`src/rtl/id_ex_pipe_reg.sv`:
```
// ID/EX pipeline register: captures decode outputs and presents them to the EX stage.
// Latency: 1 cycle from ID inputs to EX outputs; all outputs come straight from flops.
// Backpressure: stall_i holds the stage (with WB refresh of held operands); flush_i inserts a bubble and wins over stall_i.
//
// Ports:
//   clk_i, rst_i            clock, synchronous active-high reset
//   stall_i, flush_i        hazard-unit hold / branch-flush bubble insertion
//   valid_i, pc_i, rs*_i,   decode-stage instruction fields
//   imm_i, rd_addr_i,
//   funct_i, ctrl_i
//   wb_we_i, wb_rd_i,       write-back port used for operand bypass and held-operand refresh
//   wb_data_i
//   *_o                     registered copies for EX
//   bubble_cnt_o            saturating count of bubbles loaded into the stage
module id_ex_pipe_reg #(
  parameter int XLEN  = 32,
  parameter int RA_W  = 5,
  parameter int CNT_W = 16
) (
  input  logic             clk_i,
  input  logic             rst_i,
  input  logic             stall_i,
  input  logic             flush_i,
  input  logic             valid_i,
  input  logic [XLEN-1:0]  pc_i,
  input  logic [XLEN-1:0]  rs1_data_i,
  input  logic [XLEN-1:0]  rs2_data_i,
  input  logic [XLEN-1:0]  imm_i,
  input  logic [RA_W-1:0]  rs1_addr_i,
  input  logic [RA_W-1:0]  rs2_addr_i,
  input  logic [RA_W-1:0]  rd_addr_i,
  input  logic [9:0]       funct_i,
  input  logic [7:0]       ctrl_i,
  input  logic             wb_we_i,
  input  logic [RA_W-1:0]  wb_rd_i,
  input  logic [XLEN-1:0]  wb_data_i,
  output logic             valid_o,
  output logic [XLEN-1:0]  pc_o,
  output logic [XLEN-1:0]  rs1_data_o,
  output logic [XLEN-1:0]  rs2_data_o,
  output logic [XLEN-1:0]  imm_o,
  output logic [RA_W-1:0]  rs1_addr_o,
  output logic [RA_W-1:0]  rs2_addr_o,
  output logic [RA_W-1:0]  rd_addr_o,
  output logic [9:0]       funct_o,
  output logic [7:0]       ctrl_o,
  output logic [CNT_W-1:0] bubble_cnt_o
);

  typedef struct packed {
    logic            valid;
    logic [XLEN-1:0] pc;
    logic [XLEN-1:0] rs1_data;
    logic [XLEN-1:0] rs2_data;
    logic [XLEN-1:0] imm;
    logic [RA_W-1:0] rs1_addr;
    logic [RA_W-1:0] rs2_addr;
    logic [RA_W-1:0] rd_addr;
    logic [9:0]      funct;
    logic [7:0]      ctrl;
  } stage_t;

  stage_t           stage_q, stage_d;
  logic [CNT_W-1:0] cnt_q, cnt_d;

  // x0 is hard-wired zero, so a WB to x0 must never be forwarded.
  logic wb_live;
  logic byp_rs1, byp_rs2;   // bypass into a freshly loaded instruction
  logic ref_rs1, ref_rs2;   // refresh of an instruction held by a stall
  logic bubble;

  assign wb_live = wb_we_i && (wb_rd_i != '0);
  assign byp_rs1 = wb_live && (wb_rd_i == rs1_addr_i);
  assign byp_rs2 = wb_live && (wb_rd_i == rs2_addr_i);
  assign ref_rs1 = wb_live && (wb_rd_i == stage_q.rs1_addr);
  assign ref_rs2 = wb_live && (wb_rd_i == stage_q.rs2_addr);

  always_comb begin
    stage_d = stage_q;
    cnt_d   = cnt_q;
    bubble  = 1'b0;

    if (flush_i) begin
      stage_d = '0;
      bubble  = 1'b1;
    end else if (stall_i) begin
      // Without refresh a held instruction would read a register value that
      // WB retires while it waits, and the WB copy is gone next cycle.
      if (stage_q.valid) begin
        if (ref_rs1) stage_d.rs1_data = wb_data_i;
        if (ref_rs2) stage_d.rs2_data = wb_data_i;
      end
    end else begin
      stage_d.valid    = valid_i;
      stage_d.pc       = pc_i;
      stage_d.rs1_data = byp_rs1 ? wb_data_i : rs1_data_i;
      stage_d.rs2_data = byp_rs2 ? wb_data_i : rs2_data_i;
      stage_d.imm      = imm_i;
      stage_d.rs1_addr = rs1_addr_i;
      stage_d.rs2_addr = rs2_addr_i;
      stage_d.rd_addr  = rd_addr_i;
      stage_d.funct    = funct_i;
      // An invalid slot must not carry write enables into later stages.
      stage_d.ctrl     = valid_i ? ctrl_i : 8'h00;
      bubble           = !valid_i;
    end

    if (bubble && (cnt_q != '1)) cnt_d = cnt_q + CNT_W'(1);
  end

  always_ff @(posedge clk_i) begin
    if (rst_i) begin
      stage_q <= '0;
      cnt_q   <= '0;
    end else begin
      stage_q <= stage_d;
      cnt_q   <= cnt_d;
    end
  end

  assign valid_o      = stage_q.valid;
  assign pc_o         = stage_q.pc;
  assign rs1_data_o   = stage_q.rs1_data;
  assign rs2_data_o   = stage_q.rs2_data;
  assign imm_o        = stage_q.imm;
  assign rs1_addr_o   = stage_q.rs1_addr;
  assign rs2_addr_o   = stage_q.rs2_addr;
  assign rd_addr_o    = stage_q.rd_addr;
  assign funct_o      = stage_q.funct;
  assign ctrl_o       = stage_q.ctrl;
  assign bubble_cnt_o = cnt_q;

endmodule
```
`config.mk`:
```
export PLATFORM = sky130hd
export DESIGN_NAME = id_ex_pipe_reg
export DESIGN_NICKNAME = d
export VERILOG_FILES = /design/src/rtl/id_ex_pipe_reg.sv
export SDC_FILE = /design/constraint.sdc
export NUM_CORES = 1
export LEC_CHECK = 0
export CORE_AREA = 2 2 149 151
export CTS_CLUSTER_DIAMETER = 120
export CTS_CLUSTER_SIZE = 16
export DETAILED_ROUTE_END_ITERATION = 6
export DIE_AREA = 0 0 151 153
export PLACE_DENSITY = 0.74
export SLEW_MARGIN = 5
export SYNTH_ARGS = -nofsm -noshare
export SYNTH_HDL_FRONTEND = slang
export SYNTH_SLANG_ARGS = --single-unit
```
`constraint.sdc`:
```
create_clock -name clk_i -period 2.1 [get_ports clk_i]
set_clock_uncertainty 0.2 [all_clocks]
set_input_delay 0.42 -clock clk_i [delete_from_list [all_inputs] [get_ports clk_i]]
set_output_delay 0.42 -clock clk_i [all_outputs]
set_load 0.005 [all_outputs]
```
==> metrics.txt, run 1 <==
Synth area leaders=dfxtp_1 50%, mux2i_1 13%, a21oi_1 7.9%; hold buffers post-CTS=0; dominant synthesized flop cell=dfxtp_1; first drt pass iteration count=5; top cell type by total area after synthesis=dfxtp_1; die area=approximately 0.023 sq mm; largest net degree at the start of global routing=82; Async S/R FF share, synth=0%; R2R depth=9; Worst Setup Start Kind=input pin; chain of cells forming the critical path=dlygate4sd2_1 -> or4_4 -> o21a_4 -> buf_4 -> a41o_4 -> o21ai_1 -> a21oi_1; power per standard cell area=between 600 and 700 mW/mm^2; Synth Instances=782; area share of the largest cell type after synthesis=between 40 and 50%; CTS tree=done; Tcrit/Tclk final=a little over nine tenths; final setup TNS=0 ps; routed vias=approximately 7400; worst slack, placed=-682 ps; Die Y-Extent=around 150 microns; FF-to-FF setup slack=about 150 ps; clk slew on worst S/H paths=roughly 70 ps; crit path max fanout=16; cell area after synthesis=0.00719 sq mm; routed wire length=roughly 28000 microns; final net count=~1400; Setup crit start=wb_rd_i[1]; DP HPWL=between 15000 and 20000 microns; clock sinks=~180; initial antenna violation count=0; first-pass GRT wire length=around 40000 microns; vias per inst=around 5; diodes inserted=0; Routed Antenna Nets=0; RSZ-0062 raised after global routing=true; EDFF count, synth=0; Netlist cell types=45; Initial DRC Count=roughly 410; Slew headroom=48.6%; f_max=487 MHz; Placement Cell Area=0.0116 sq mm; total CTS buffers=17; Commonest cells post-synth=178 x dfxtp_1, 114 x nor2_1, 113 x a21oi_1, 90 x mux2i_1, 50 x nand2_1; most frequent cell after synthesis=dfxtp_1; I/O pin count=approximately 380; max-cap viol count=0; RR Startpoint=rs1_addr_o[0]$_SDFFE_PP0N_; wire length per cell=about 19 microns; family with the most delay on the worst path=compound AO/OA/AOI/OAI gates; Slew @ Worst Pin=~770 ps; CP max stage cell=or4_4; final hold viol count=0; synthesized flop and latch total=roughly 180; chip width=approximately 150 microns; syn nets=between 900 and 1000; minimum clock period=roughly 2100 ps; Row Count=54; Synth Warn #=0; Tot GR Track Use=between 20% and 30%; Fin Hold WS=124 ps; Longest Clk Path Bufs=2; Avg Synthesized Cell Area=9.20 sq um; residual DRC count=0; WP data arrival=around 2200 ps; endpoints failing setup=0; WP depth=7; CTS H-Tree Depth=4; Seq/Total Area, Yosys=49.6%; Peak VDD IR=about 470 uV; area of the core=between 0.02 and 0.025 sq mm; fin worst setup slack=~45 ps; Crit. End Element=flop; GRT overflow=0; layout cells sized above 1=about 11%; kind of critical path=input pin to flop; input/output buffers=381; vias in the first global route=7171; area growth from synthesis to layout=75.1%; worst-skew pair later-pin latency=between 400 and 500 ps; Final Cell Area=around 0.013 sq mm; crit path to=rs2_data_o[8]$_SDFFE_PP0P_; slowest cell delay on critical path=about 530 ps; RR Endpoint=rs1_data_o[28]$_SDFFE_PP0P_; outcome=finished, final reports clean; routability cong.=0.827; WP data required=between 2000 and 2500 ps; CP bufs+invs=2; Initial Utilization=33.5%; type of the worst min-delay path=input pin to flop; leakage power total=about 4.9 nW; max-slew violations=0; clock root cell=clkbuf_16
## state kept, by name, summed over array words and instances, names as in the netlist, 8 cells and up
name          count
bubble_cnt_o     16
pc_o             32
imm_o            32
ctrl_o            8
rs2_data_o       32
funct_o          10
rs1_data_o       32
## cell type report
cell class / instances / area (sq um)
Fill cell: 1897 / 8900
Timing Repair Buffer: 439 / 4500
Sequential cell: 178 / 3560
Multi-Input combinational cell: 546 / 3560
Clock buffer: 19 / 443
Tap cell: 280 / 350
Clock inverter: 13 / 166
Inverter: 2 / 7.51
## cell usage in the layout, fill, tap and decap left out, types with 3 or more instances in the layout
cell type,netlist,layout
a21oi_1,113,109
dfxtp_1,178,177
nand4_1,4,4
inv_6,0,4
buf_6,9,7
nand3_2,0,15
a22oi_1,28,25
xor2_1,13,13
buf_4,3,36
inv_8,0,3
mux2i_1,90,90
o21ai_0,47,5
dlygate4sd2_1,0,4
nand2_1,50,50
nor2_1,114,112
clkdlybuf4s50_1,0,374
o21ai_1,0,40
nor3_1,4,4
a41o_4,0,5
buf_12,0,11
a22oi_2,0,3
a21oi_2,0,4
nand3_1,26,11
and3_1,3,3
xnor2_1,17,16
clkbuf_16,0,20
## where the power goes
group          internal, mW  switching (mW)
Sequential             3.49          0.0691
Combinational         0.846           0.598
Clock                  1.84            1.49
## per-layer routing
layer | wire (microns) | global-route usage (%)
met1 | 11100 | 25.8
met2 | 13900 | 39.2
met3 | 2490 | 6.93
met4 | 509 | 6.54
met5 | 0 | 0
## timing repair
item | 4_1_cts | 5_1_grt
gates cloned | 4 | 7
pin swaps | 6 | 16
buffers inserted | 6 | 3
endpoints found under the setup margin | 64 | 65
resized for setup | 11 | 16
## per-stage QoR
| stage | utilization [%] | cells | power, mW |
|---|---|---|---|
| 2_1_floorplan | - | 782 | 4.16 |
| 3_3_place_gp | 54.1 | 1426 | 4.96 |
| 3_5_place_dp | 54.1 | 1426 | 4.98 |
| 4_1_cts | 57.7 | 1468 | 8.35 |
| 5_1_grt | 58.6 | 1477 | 8.66 |
| 6_report | 58.6 | 1477 | 8.33 |
## cells by family (layout without fill, tap and decap cells)
group | after synthesis | in the layout | share of synthesized area (%)
fa+ha+maj | 1 | 1 | 0.174
mux | 90 | 90 | 12.5
compound gates | 208 | 212 | 17.1
simple gates | 213 | 213 | 12.4
xor+xnor | 30 | 30 | 3.65
flops | 178 | 178 | 49.6
buf+inv | 62 | 473 | 4.56
## tightest hold or removal path: cells and delay by family
kind / cells / cell delay (ps)
buffers and inverters: 1 / 130
muxes: 1 / 80
and+or+nand+nor: 1 / 80
## how the worst min path moves through the flow
stage	start	to	slack, ps	depth (start not counted)
final	stall_i	pc_o[2]$_SDFFE_PP0N_	120	3
after global routing	stall_i	pc_o[2]$_SDFFE_PP0N_	140	3
after CTS	stall_i	pc_o[2]$_SDFFE_PP0N_	110	3
after detailed placement	imm_o[14]$_SDFFE_PP0N_	imm_o[14]$_SDFFE_PP0N_	290	2
after global placement	pc_o[31]$_SDFFE_PP0N_	pc_o[31]$_SDFFE_PP0N_	270	2
after floorplan	bubble_cnt_o[10]$_SDFFE_PP0P_	bubble_cnt_o[10]$_SDFFE_PP0P_	280	2
(Power assumes the default switching activity.)
==> inputs of run 2 (changes only) <==
--- a/config.mk
+++ b/config.mk
@@ -7,5 +7,5 @@
 export LEC_CHECK = 0
 export CORE_AREA = 2 2 149 151
-export CTS_CLUSTER_DIAMETER = 120
+export CTS_CLUSTER_DIAMETER = 30
 export CTS_CLUSTER_SIZE = 16
 export DETAILED_ROUTE_END_ITERATION = 6
==> constraint.sdc (replaced) <==
create_clock -name clk_i -period 2.1 [get_ports clk_i]
set_clock_uncertainty 0.2 [all_clocks]
set_input_delay 0.315 -clock clk_i [delete_from_list [all_inputs] [get_ports clk_i]]
set_output_delay 0.315 -clock clk_i [all_outputs]
set_load 0.005 [all_outputs]
==> run 2 against run 1 <==
Count of clock-buffer cells in the layout grew 2. Power grew 0.28%. Combinational power shrank 6%.
==> metrics.txt, run 2 (same netlist as run 1, synthesis figures left out) <==
vias in the first global route=7341; routed wire length=between 20000 and 30000 microns; crit path max fanout=16; routed vias=between 7000 and 8000; first drt pass iteration count=5; initial antenna violation count=1; final setup TNS=0 ps; Peak VDD IR=about 510 uV; chip width=between 150 and 200 microns; final net count=about 1400; max-cap viol count=0; max-slew violations=0; Sw Pwr=around 2.1 mW; CTS tree=done; outcome=finished, final reports clean; clk slew on worst S/H paths=around 80 ps; CP dominant cell by count=a21oi_1; Initial Utilization=33.5%; Routed Antenna Nets=0; die area=about 0.023 sq mm; I/O pin count=about 380; first-pass GRT wire length=slightly below 40000 microns; DP HPWL=between 15000 and 20000 microns; Longest Clk Path Bufs=2; CTS H-Tree Depth=4; Flop pwr share=about 43%; final hold viol count=0; Reg area=~0.0036 sq mm; leakage power total=between 4 and 5 nW; Row Count=54; clock sinks=178; area growth from synthesis to layout=70.2%; sw frac=between 20% and 30%; input/output buffers=between 300 and 400; GRT overflow=0; worst-skew pair later-pin latency=around 440 ps; hold buffers post-CTS=0; fin worst setup slack=roughly 86 ps; Initial DRC Count=438; endpoints failing setup=0; RSZ-0062 raised after global routing=false; Tot GR Track Use=22.0%; Worst Setup Start Kind=input pin; CP max stage cell=or4_4; Int Power=between 6 and 7 mW; most common cell after layout, fill and taps aside=clkdlybuf4s50_1; most frequent cells in the layout=376 x clkdlybuf4s50_1, 177 x dfxtp_1, 113 x nor2_1, 113 x a21oi_1, 90 x mux2i_1; largest net degree at the start of global routing=between 70 and 80; WP data required=around 2300 ps; Die Y-Extent=153 microns; WP data arrival=between 2000 and 2500 ps; Tcrit/Tclk final=a little over nine tenths; slowest cell delay on critical path=approximately 550 ps; chain of cells forming the critical path=dlygate4sd2_1 -> or4_4 -> buf_4 -> o21ai_4 -> o31a_1 -> bufbuf_16 -> a21oi_1 -> a21oi_1; layout cells sized above 1=approximately 7.5%; clock root cell=clkbuf_16; total CTS buffers=17; routability cong.=0.870; family with the most delay on the worst path=buffers and inverters; wire length per cell=roughly 18 microns; f_max=slightly below 500 MHz; Clk pwr share=41.2%; minimum clock period=roughly 2000 ps; Crit. End Element=flop; combinational share of power=16.1%; Pwr Total=8.35 mW; power per standard cell area=683 mW/mm^2; Slew headroom=between 60 and 70%; CP bufs+invs=3; worst slack, placed=-478 ps; kind of critical path=input pin to flop; Slew @ Worst Pin=approximately 520 ps; FILL cells=about 1900; type of the worst min-delay path=input pin to flop; Finished Core Util=between 50% and 60%; area of the core=roughly 0.021 sq mm; residual DRC count=0; multi-input logic area=roughly 0.0034 sq mm; vias per inst=around 5.0
==> run 2: worst paths after layout <==
check / startpoint / depth (start not counted) / slack [ps] / end
setup / recovery: wb_rd_i[2] / 8 / 90 / rs2_data_o[13]$_SDFFE_PP0P_
hold / removal: wb_data_i[22] / 3 / 260 / rs1_data_o[22]$_SDFFE_PP0P_
setup reg to reg: bubble_cnt_o[7]$_SDFFE_PP0P_ / 5 / 160 / bubble_cnt_o[12]$_SDFFE_PP0P_
hold reg to reg: rd_addr_o[0]$_SDFFE_PP0N_ / 2 / 290 / rd_addr_o[0]$_SDFFE_PP0N_
==> run 2: worst reg2reg max path, delay by kind of cell, from the launching register on <==
kind / cells / cell delay, ps
AOI/OAI and AO/OA: 2 / 360
and+or+nand+nor: 3 / 880
DFF: 1 / 400
==> run 2: layout make-up <==
| cell class | instances | area share (%) |
|---|---|---|
| Sequential cell | 178 | 29.1 |
| Timing Repair Buffer | 424 | 35.3 |
| Inverter | 2 | 0.0614 |
| Antenna cell | 1 | 0.0205 |
| Clock inverter | 11 | 1.34 |
| Multi-Input combinational cell | 543 | 27.5 |
| Clock buffer | 21 | 3.76 |
| Tap cell | 280 | 2.86 |
==> run 2: metrics by stage <==
step	cells	instance area, sq um	hold slack (ps)
final	1460	12200	264
after global routing	1459	12200	266
after CTS	1458	12200	243
after detailed placement	1423	11500	283
after global placement	1423	11500	273
after floorplan	782	7250	249
==> run 2: per-layer routing <==
metal / vias up / part of all wire, % / track usage [%]
met2: 343 / 48 / 37.2
met1: 3385 / 40 / 25.9
met5: - / 0 / 0
met4: 0 / 3.9 / 10.6
li1: 3512 / - / -
met3: 59 / 7.9 / 5.31
==> run 2: timing repair <==
| item | 4_1_cts | 5_1_grt |
|---|---|---|
| buffers inserted | 1 | 0 |
| setup endpoints to repair | 21 | 2 |
| resized for setup | 8 | 1 |
| gates cloned | 2 | 1 |
==> run 2: power groups by stage <==
stage / Sequential, mW / Combinational (mW) / Clock [mW]
final: 3.57 / 1.35 / 3.44
after global placement: 3.64 / 1.30 / 0
after floorplan: 3.65 / 0.495 / 0
after detailed placement: 3.64 / 1.32 / 0
after CTS: 3.57 / 1.35 / 3.51
after global routing: 3.58 / 1.45 / 3.65
==> inputs of run 3 (changes only) <==
GPL_TIMING_DRIVEN = 0   (was not set)
==> run 3 against run 2 <==
Critical path depth down 1. Fmax is 1.6% lower. First-iteration DRC count decreased by 24%. Global-route usage is 1.6 points higher. Core utilization decreased by 0.71 points. Power shrank 0.98%. Die area stayed put. Critical path type unchanged. Critical endpoint is now rs2_data_o[27]$_SDFFE_PP0P_.
==> metrics.txt, run 3 (same netlist as run 1, synthesis figures left out) <==
minimum clock period=2050 ps; Placed Instances=around 1400; vias in the first global route=between 7000 and 8000; CTS H-Tree Depth=4; crit path max fanout=10; first drt pass iteration count=5; input/output buffers=375; Tot GR Track Use=about a quarter; area growth from synthesis to layout=68.0%; area of the core=0.0215 sq mm; clk slew on worst S/H paths=around 70 ps; FILL cells=~1900; Initial DRC Count=~340; final hold viol count=0; Die Y-Extent=between 150 and 200 microns; Setup crit start=rs2_addr_i[3]; family with the most delay on the worst path=compound AO/OA/AOI/OAI gates; Pwr Total=about 8.3 mW; largest net degree at the start of global routing=17; CP bufs+invs=2; Most Used Layer, Global Route=met2; Row Count=between 50 and 60; Tcrit/Tclk final=97.5%; routed wire length=28000 microns; GR Util met3=between 7 and 8%; Slew @ Worst Pin=between 800 and 900 ps; R2R depth=6; GRT overflow=0; Peak VDD IR=between 500 and 600 uV; outcome=finished, final reports clean; fin worst setup slack=approximately 53 ps; grt met2 use=around two fifths; CTS tree=done; WP depth=7; chip width=151 microns; endpoints failing setup=0; Worst Setup Start Kind=input pin; Reg area=around 0.0036 sq mm; RSZ-0062 raised after global routing=true; Slew headroom=45.4%; RR Startpoint=bubble_cnt_o[0]$_SDFFE_PP0P_; FF-to-FF setup slack=roughly 130 ps; worst slack, placed=-866 ps; slowest cell delay on critical path=around 450 ps; Longest Clk Path Bufs=2; Crit. End Element=flop; final net count=roughly 1400; Layout Cells excl Fill=about 1500; clock root cell=clkbuf_16; total CTS buffers=17; WP data required=roughly 2200 ps; most common cell after layout, fill and taps aside=clkdlybuf4s50_1; initial antenna violation count=2; DP HPWL=approximately 22000 microns; final setup TNS=0 ps; multi-input logic area=0.00338 sq mm; routed vias=7376; f_max=488 MHz; Placement Cell Area=0.0114 sq mm; die area=0.0231 sq mm; Initial Utilization=33.5%; chain of cells forming the critical path=clkdlybuf4s50_1 -> xnor2_1 -> nand3_1 -> o31a_1 -> buf_4 -> a22oi_1 -> a21oi_1; WHS Path Cells=2; most frequent cells in the layout=375 x clkdlybuf4s50_1, 177 x dfxtp_1, 113 x nor2_1, 112 x a21oi_1, 90 x mux2i_1; CP max stage cell=clkdlybuf4s50_1; max-slew violations=0; leakage power total=between 4 and 5 nW; worst-skew pair later-pin latency=~430 ps; WP data arrival=2130 ps; Final Cell Area=0.0121 sq mm; routability cong.=~0.9; GR Layer Usage met1=roughly 28%; crit path to=rs2_data_o[27]$_SDFFE_PP0P_; wire length per cell=between 15 and 20 microns; vias per inst=approximately 5.0; RR Endpoint=bubble_cnt_o[4]$_SDFFE_PP0P_; type of the worst min-delay path=input pin to flop; I/O pin count=382; power per standard cell area=roughly 700 mW/mm^2; clock sinks=about 180; hold buffers post-CTS=0; first-pass GRT wire length=approximately 42000 microns; residual DRC count=0; Routed Antenna Nets=0; layout cells sized above 1=~7.5%; kind of critical path=input pin to flop; max-cap viol count=0
[run 3: metrics by stage]
step                hold slack, ps  utilization, %
floorplan                      249               -
finish                         103            56.2
detailed placement             283            52.9
global route                  99.7            56.2
CTS                           90.1            55.9
global placement               273            52.9
[run 3: what timing repair did]
| item | 4_1_cts | 5_1_grt |
|---|---|---|
| pin swaps | 0 | 3 |
| setup endpoints to repair | 106 | 81 |
| gates cloned | 0 | 0 |
| buffers inserted | 0 | 4 |
| gates resized for setup | 18 | 11 |
[run 3: final cells by class]
| class | count | area share, % |
|---|---|---|
| Inverter | 2 | 0.0932 |
| Timing Repair Buffer | 379 | 31.3 |
| Clock buffer | 19 | 3.67 |
| Buffer | 59 | 3.12 |
| Sequential cell | 178 | 29.5 |
| Multi-Input combinational cell | 542 | 27.9 |
| Tap cell | 280 | 2.90 |
| Antenna cell | 2 | 0.0414 |
| Clock inverter | 13 | 1.43 |
[run 3: power breakdown]
| group | internal (mW) | switching [mW] |
|---|---|---|
| Clock | 1.93 | 1.45 |
| Sequential | 3.49 | 0.0752 |
| Combinational | 0.768 | 0.553 |
[run 3: how the worst min path moves through the flow]
stage	from	end
2_1_floorplan	wb_data_i[24]	rs1_data_o[24]$_SDFFE_PP0P_
3_3_place_gp	pc_o[1]$_SDFFE_PP0N_	pc_o[1]$_SDFFE_PP0N_
3_5_place_dp	rd_addr_o[1]$_SDFFE_PP0N_	rd_addr_o[1]$_SDFFE_PP0N_
4_1_cts	rst_i	bubble_cnt_o[15]$_SDFFE_PP0P_
5_1_grt	rst_i	bubble_cnt_o[15]$_SDFFE_PP0P_
6_report	rst_i	bubble_cnt_o[15]$_SDFFE_PP0P_
[run 3: metal layers]
layer | up-vias | part of all wire, %
li1 | 3522 | -
met1 | 3478 | 41
met2 | 317 | 48
met3 | 59 | 7.5
met4 | 0 | 3.4
met5 | - | 0
